==> src/rtl/seg_scan_ctrl.sv <==
// Four-digit seven-segment scan controller: blanking, brightness PWM, frame-synchronous updates.
// Optional leading-zero suppression is enabled by defining SEG_LZS_EN.
module seg_scan_ctrl #(
  parameter int CLK_FREQ  = 200_000_000,
  parameter int DIGIT_HZ  = 1000,
  parameter int BLANK_CYC = 64
) (
  input  logic        clk,
  input  logic        rst,
  input  logic        load_valid,
  output logic        load_ready,
  input  logic [15:0] load_data,
  input  logic [3:0]  load_dp,
  input  logic [3:0]  digit_en,
  input  logic [3:0]  bright,
  output logic [3:0]  seg_sel,
  output logic [3:0]  nibble,
  output logic        dp,
  output logic        frame_tick
);

  localparam int DIG_CYC = CLK_FREQ / DIGIT_HZ;
  localparam int DRV_CYC = DIG_CYC - BLANK_CYC;
  localparam int ON_UNIT = DRV_CYC / 16;
  localparam int CW      = $clog2(DIG_CYC);

  if (DIG_CYC < BLANK_CYC + 16) begin : g_bad_cfg
    $error("seg_scan_ctrl: DIG_CYC must be >= BLANK_CYC+16");
  end

  logic [CW-1:0] cnt_q;
  logic [1:0]    slot_q;
  logic [3:0]    bright_q;
  logic [15:0]   act_q, pend_q;
  logic [3:0]    actdp_q, penddp_q;
  logic          pflag_q, pflag_d;
  logic          ready_q;
  logic [3:0]    seg_sel_q;
  logic [3:0]    nibble_q;
  logic          dp_q;
  logic          tick_q;

  logic       last_cnt, frame_end, xfer, strobe;
  logic [3:0] bright_c, supp, en_eff, cur_nib;
  int         offs;

  assign last_cnt  = cnt_q == CW'(DIG_CYC - 1);
  assign frame_end = last_cnt && (slot_q == 2'd3);
  assign xfer      = load_valid && ready_q;

  // The slot-start sample is used directly so cnt==0 already sees the new level.
  assign bright_c = (cnt_q == '0) ? bright : bright_q;
  assign offs     = int'(cnt_q) - BLANK_CYC;
  assign strobe   = (offs >= 0) &&
                    ((bright_c == 4'hF) ||
                     (offs < ON_UNIT * (int'(bright_c) + 1)));

`ifdef SEG_LZS_EN
  assign supp[0] = act_q[15:12] == 4'h0;
  assign supp[1] = supp[0] && (act_q[11:8] == 4'h0);
  assign supp[2] = supp[1] && (act_q[7:4] == 4'h0);
  assign supp[3] = 1'b0;
`else
  assign supp = 4'h0;
`endif

  assign en_eff = digit_en & ~supp;

  always_comb begin
    cur_nib = act_q[15:12];
    unique case (slot_q)
      2'd0: cur_nib = act_q[15:12];
      2'd1: cur_nib = act_q[11:8];
      2'd2: cur_nib = act_q[7:4];
      2'd3: cur_nib = act_q[3:0];
    endcase
  end

  always_comb begin
    pflag_d = pflag_q;
    if (frame_end && pflag_q)
      pflag_d = 1'b0;
    else if (xfer)
      pflag_d = 1'b1;
  end

  always_ff @(posedge clk) begin
    if (rst) begin
      cnt_q     <= '0;
      slot_q    <= 2'd0;
      bright_q  <= 4'h0;
      act_q     <= 16'h0;
      actdp_q   <= 4'h0;
      pend_q    <= 16'h0;
      penddp_q  <= 4'h0;
      pflag_q   <= 1'b0;
      ready_q   <= 1'b0;
      seg_sel_q <= 4'h0;
      nibble_q  <= 4'h0;
      dp_q      <= 1'b0;
      tick_q    <= 1'b0;
    end else begin
      cnt_q <= last_cnt ? '0 : cnt_q + CW'(1);
      if (last_cnt)
        slot_q <= slot_q + 2'd1;
      if (cnt_q == '0)
        bright_q <= bright;
      if (xfer) begin
        pend_q   <= load_data;
        penddp_q <= load_dp;
      end
      if (frame_end && pflag_q) begin
        act_q   <= pend_q;
        actdp_q <= penddp_q;
      end
      pflag_q   <= pflag_d;
      ready_q   <= !pflag_d;
      seg_sel_q <= (strobe && en_eff[slot_q]) ? (4'b0001 << slot_q) : 4'h0;
      nibble_q  <= cur_nib;
      dp_q      <= actdp_q[slot_q] && !supp[slot_q];
      tick_q    <= frame_end;
    end
  end

  assign load_ready = ready_q;
  assign seg_sel    = seg_sel_q;
  assign nibble     = nibble_q;
  assign dp         = dp_q;
  assign frame_tick = tick_q;

endmodule
==> config.mk <==
export PLATFORM = sky130hd
export DESIGN_NAME = seg_scan_ctrl
export DESIGN_NICKNAME = d
export VERILOG_FILES = /design/src/rtl/seg_scan_ctrl.sv
export SDC_FILE = /design/constraint.sdc
export NUM_CORES = 1
export LEC_CHECK = 0
export CAP_MARGIN = 25
export CELL_PAD_IN_SITES_DETAIL_PLACEMENT = 0
export CELL_PAD_IN_SITES_GLOBAL_PLACEMENT = 1
export CORE_ASPECT_RATIO = 1.5
export CORE_UTILIZATION = 47
export DETAILED_ROUTE_END_ITERATION = 12
export HOLD_SLACK_MARGIN = 0.05
export PLACE_DENSITY_LB_ADDON = 0.1
export SETUP_SLACK_MARGIN = 0.1
export SLEW_MARGIN = 40
export SYNTH_ARGS = -nofsm -noshare
export SYNTH_HDL_FRONTEND = slang
export SYNTH_SLANG_ARGS = --single-unit
export TNS_END_PERCENT = 10
==> constraint.sdc <==
create_clock -name clk -period 14.65 [get_ports clk]
set_input_delay 1.465 -clock clk [delete_from_list [all_inputs] [get_ports clk]]
set_output_delay 1.465 -clock clk [all_outputs]
set_load 0.03 [all_outputs]
==> impl_metrics.json <==
{
  "grt_pass1_vias": 3458,
  "cts_made_buffers": 9,
  "grt_overflow_total": 0,
  "cts_root_buf": "clkbuf_16",
  "drive_above_1_share_pct": 4.72,
  "synthArstFlopShare_pct": 0,
  "wire_per_inst_um": 14.3,
  "synth_compound_area_share_pct": 10.4,
  "final_cell_mix": "dfxtp_1 (76), nand2_1 (67), nor2_1 (64), ha_1 (50), clkdlybuf4s50_1 (40)",
  "fin_crit_ns": 6.95,
  "htree_levels": 3,
  "coreArea_um2": 8830,
  "clkLatencyLatePin_ns": 0.33,
  "cts_tree": "yes",
  "vias_per_cell": 5.39,
  "cp_cell_sequence": "clkdlybuf4s50_1 -> mux2i_2 -> inv_1 -> ha_1 -> xnor2_1 -> ha_1 -> ha_1 -> ha_1 -> ha_1 -> nor2b_1 -> o21ai_0 -> a21oi_1 -> o31ai_1 -> a21oi_1 -> a2111oi_0 -> ha_1 -> nand2_1 -> o21ai_0 -> nor4_1 -> o32a_1 -> a221oi_4 -> nor4b_1",
  "ys_types": 45,
  "crit_family": "compound AO/OA/AOI/OAI gates",
  "layout_commonest_cell": "dfxtp_1",
  "synth-main-ff-cell": "dfxtp_1",
  "cpMaxStageDelayCell": "mux2i_2",
  "post-cts-setup-buffers": 0,
  "max_cap_viol_count": 0,
  "track_usage_pct": 21.0,
  "hold_path_class": "reg2reg",
  "finalCritPeriodShare_pct": 47.5,
  "ir_drop_mv": 0.0957,
  "grt_pass1_wl_um": 15500,
  "pre_cts_ws_ns": 7.31,
  "clk_pin_slew_worst_paths_ns": 0.06,
  "cts_resized": 0,
  "fin_skew_ns": 0.00577,
  "status": "finished, final reports clean",
  "relSlewSlack_pct": 51.7,
  "worst-path-max-fanout": 9,
  "crit_top_cell": "ha_1",
  "yosys_register_bits": 76,
  "diodes": 0,
  "critPathRequiredTime_ns": 14.85,
  "synth-edff-count": 0,
  "syn_area_per_cell_um2": 8.71,
  "cts-hold-fix-buffers": 0,
  "clock.fmax_mhz": 144,
  "antenna_left": 0,
  "synth_mux_area_share_pct": 6.97,
  "antenna_found_initial": 0,
  "final_nets": 607,
  "synth-simple-area-share_pct": 20.9,
  "synth_top_family_by_area": "simple AND/OR/NAND/NOR gates",
  "critPathBufInv": 2,
  "start_util_pct": 48.6,
  "cp-end-kind": "flip-flop",
  "die_h_um": 119,
  "clkSinkCount": 76,
  "setup_violations": 0,
  "syn-num-nets": 575,
  "rsz0062_at_grt": "no",
  "die-width_um": 80.0,
  "hold_violations": 0,
  "rows": 42,
  "worst_pin_slew_ns": 0.724,
  "start_kind": "input pin",
  "drt_iter0_markers": 123,
  "max_stage_delay_ns": 0.46,
  "holdWs_ns": 0.455,
  "synth_area_um2": 4290,
  "crit_type": "in2reg",
  "synth_xor_xnor_area_share_pct": 6.73,
  "synthCells": 493,
  "gp_congestion": 0.774,
  "io_pins": 42,
  "worst_slack_ns": 7.70,
  "grt_max_degree": 58,
  "remaining_drc_errors": 0,
  "power.static_leakage_nw": 2.15,
  "dr.pass1.iters": 5,
  "final-max-slew-violation-count": 0,
  "dieArea_um2": 9520,
  "ys.warnings.count": 0,
  "crit_arrival_ns": 7.15,
  "drt_wl_total_um": 9150,
  "synth_fa_ha_area_share_pct": 15.0,
  "seq_area_frac_synth_pct": 35.5,
  "pwr_density_cell_nw_per_um2": 126,
  "syn_to_final_growth_pct": 17.9,
  "setup_tns_ns": 0,
  "vias": 3451,
  "clock_path_buffers": 2,
  "port_buffers": 41,
  "post-dp-hpwl_um": 7020
}
## final timing paths
check	start	slack, ns	depth (start not counted)	endpoint
max reg2reg	cnt_q[6]	7.80	25	seg_sel[1]
min	pend_q[1]	0.46	2	pend_q[1]
max	bright[0]	7.70	22	seg_sel[1]
min reg2reg	pend_q[1]	0.46	2	pend_q[1]
## final cells by class
| class | count | area (µm²) |
|---|---|---|
| clock buffers | 10 | 229 |
| clock inverters | 6 | 88.8 |
| fillers | 854 | 3770 |
| inverters | 23 | 86.3 |
| multi-input cells | 372 | 2580 |
| flip-flops and latches | 76 | 1520 |
| well taps | 110 | 138 |
| repair buffers | 43 | 420 |
## synthesized netlist by cell type (all sizes together) (9+ instances only)
library cell  instances  area [µm²]
a21oi                35         175
mux2i                25         254
clkbuf               15        56.3
nand3                11        55.1
nand2                67         251
ha                   50         626
xnor2                24         210
inv                  23        86.3
o21ai                12        60.1
xor2                  9        78.8
dfxtp                76        1520
nor2                 64         240
## logic make-up (layout without fill, tap and decap cells)
logic type               after synthesis  in the layout
flip-flops                            76             76
buffers and inverters                 45             82
multiplexers                          27             27
AND/OR/NAND/NOR                      191            191
AO/OA/AOI/OAI                         70             70
adder cells (fa/ha/maj)               51             51
XOR/XNOR                              33             33
## per-stage QoR
step                area (µm²)  util [%]  std cells  total power [mW]
finish                    5060      57.3        640             0.640
global route              5060      57.3        640             0.680
detailed placement        4740      53.7        624             0.412
CTS                       5060      57.3        640             0.647
global placement          4740      53.7        624             0.405
floorplan                 4290         -        493             0.359
## sequential cells by signal, indices dropped and copies added, names as in the netlist
name        cells
penddp_q        4
dp              1
slot_q          2
nibble          4
cnt_q          18
frame_tick      1
load_ready      1
pflag_q         1
actdp_q         4
bright_q        4
pend_q         16
seg_sel         4
act_q          16
## power by group
part	total (mW)	switching [mW]	internal (mW)
Combinational	0.193	0.107	0.0862
Clock	0.233	0.0836	0.149
Sequential	0.215	0.00299	0.212
Total	0.640	0.193	0.447
## worst register-to-register path, stage by stage (launching register included)
cell	delay, ns
dfxtp_1	0.37
inv_1	0.13
ha_1	0.19
nor4bb_1	0.19
and4_1	0.48
mux2i_2	0.56
inv_1	0.10
ha_1	0.25
xnor2_1	0.39
ha_1	0.34
ha_1	0.31
ha_1	0.29
ha_1	0.34
nor2b_1	0.14
o21ai_0	0.23
a21oi_1	0.13
o31ai_1	0.44
a21oi_1	0.13
a2111oi_0	0.42
ha_1	0.21
nand2_1	0.06
o21ai_0	0.15
nor4_1	0.07
o32a_1	0.38
a221oi_4	0.32
nor4b_1	0.09
## per-layer routing
layer	part of all wire, %	routed length (µm)	global-route usage (%)
met2	54	4900	38.6
met1	41	3750	22.6
met3	2.5	229	3.68
met5	0	0	0
met4	2.9	269	10.0
No activity file was read; power rests on OpenSTA's default activity.
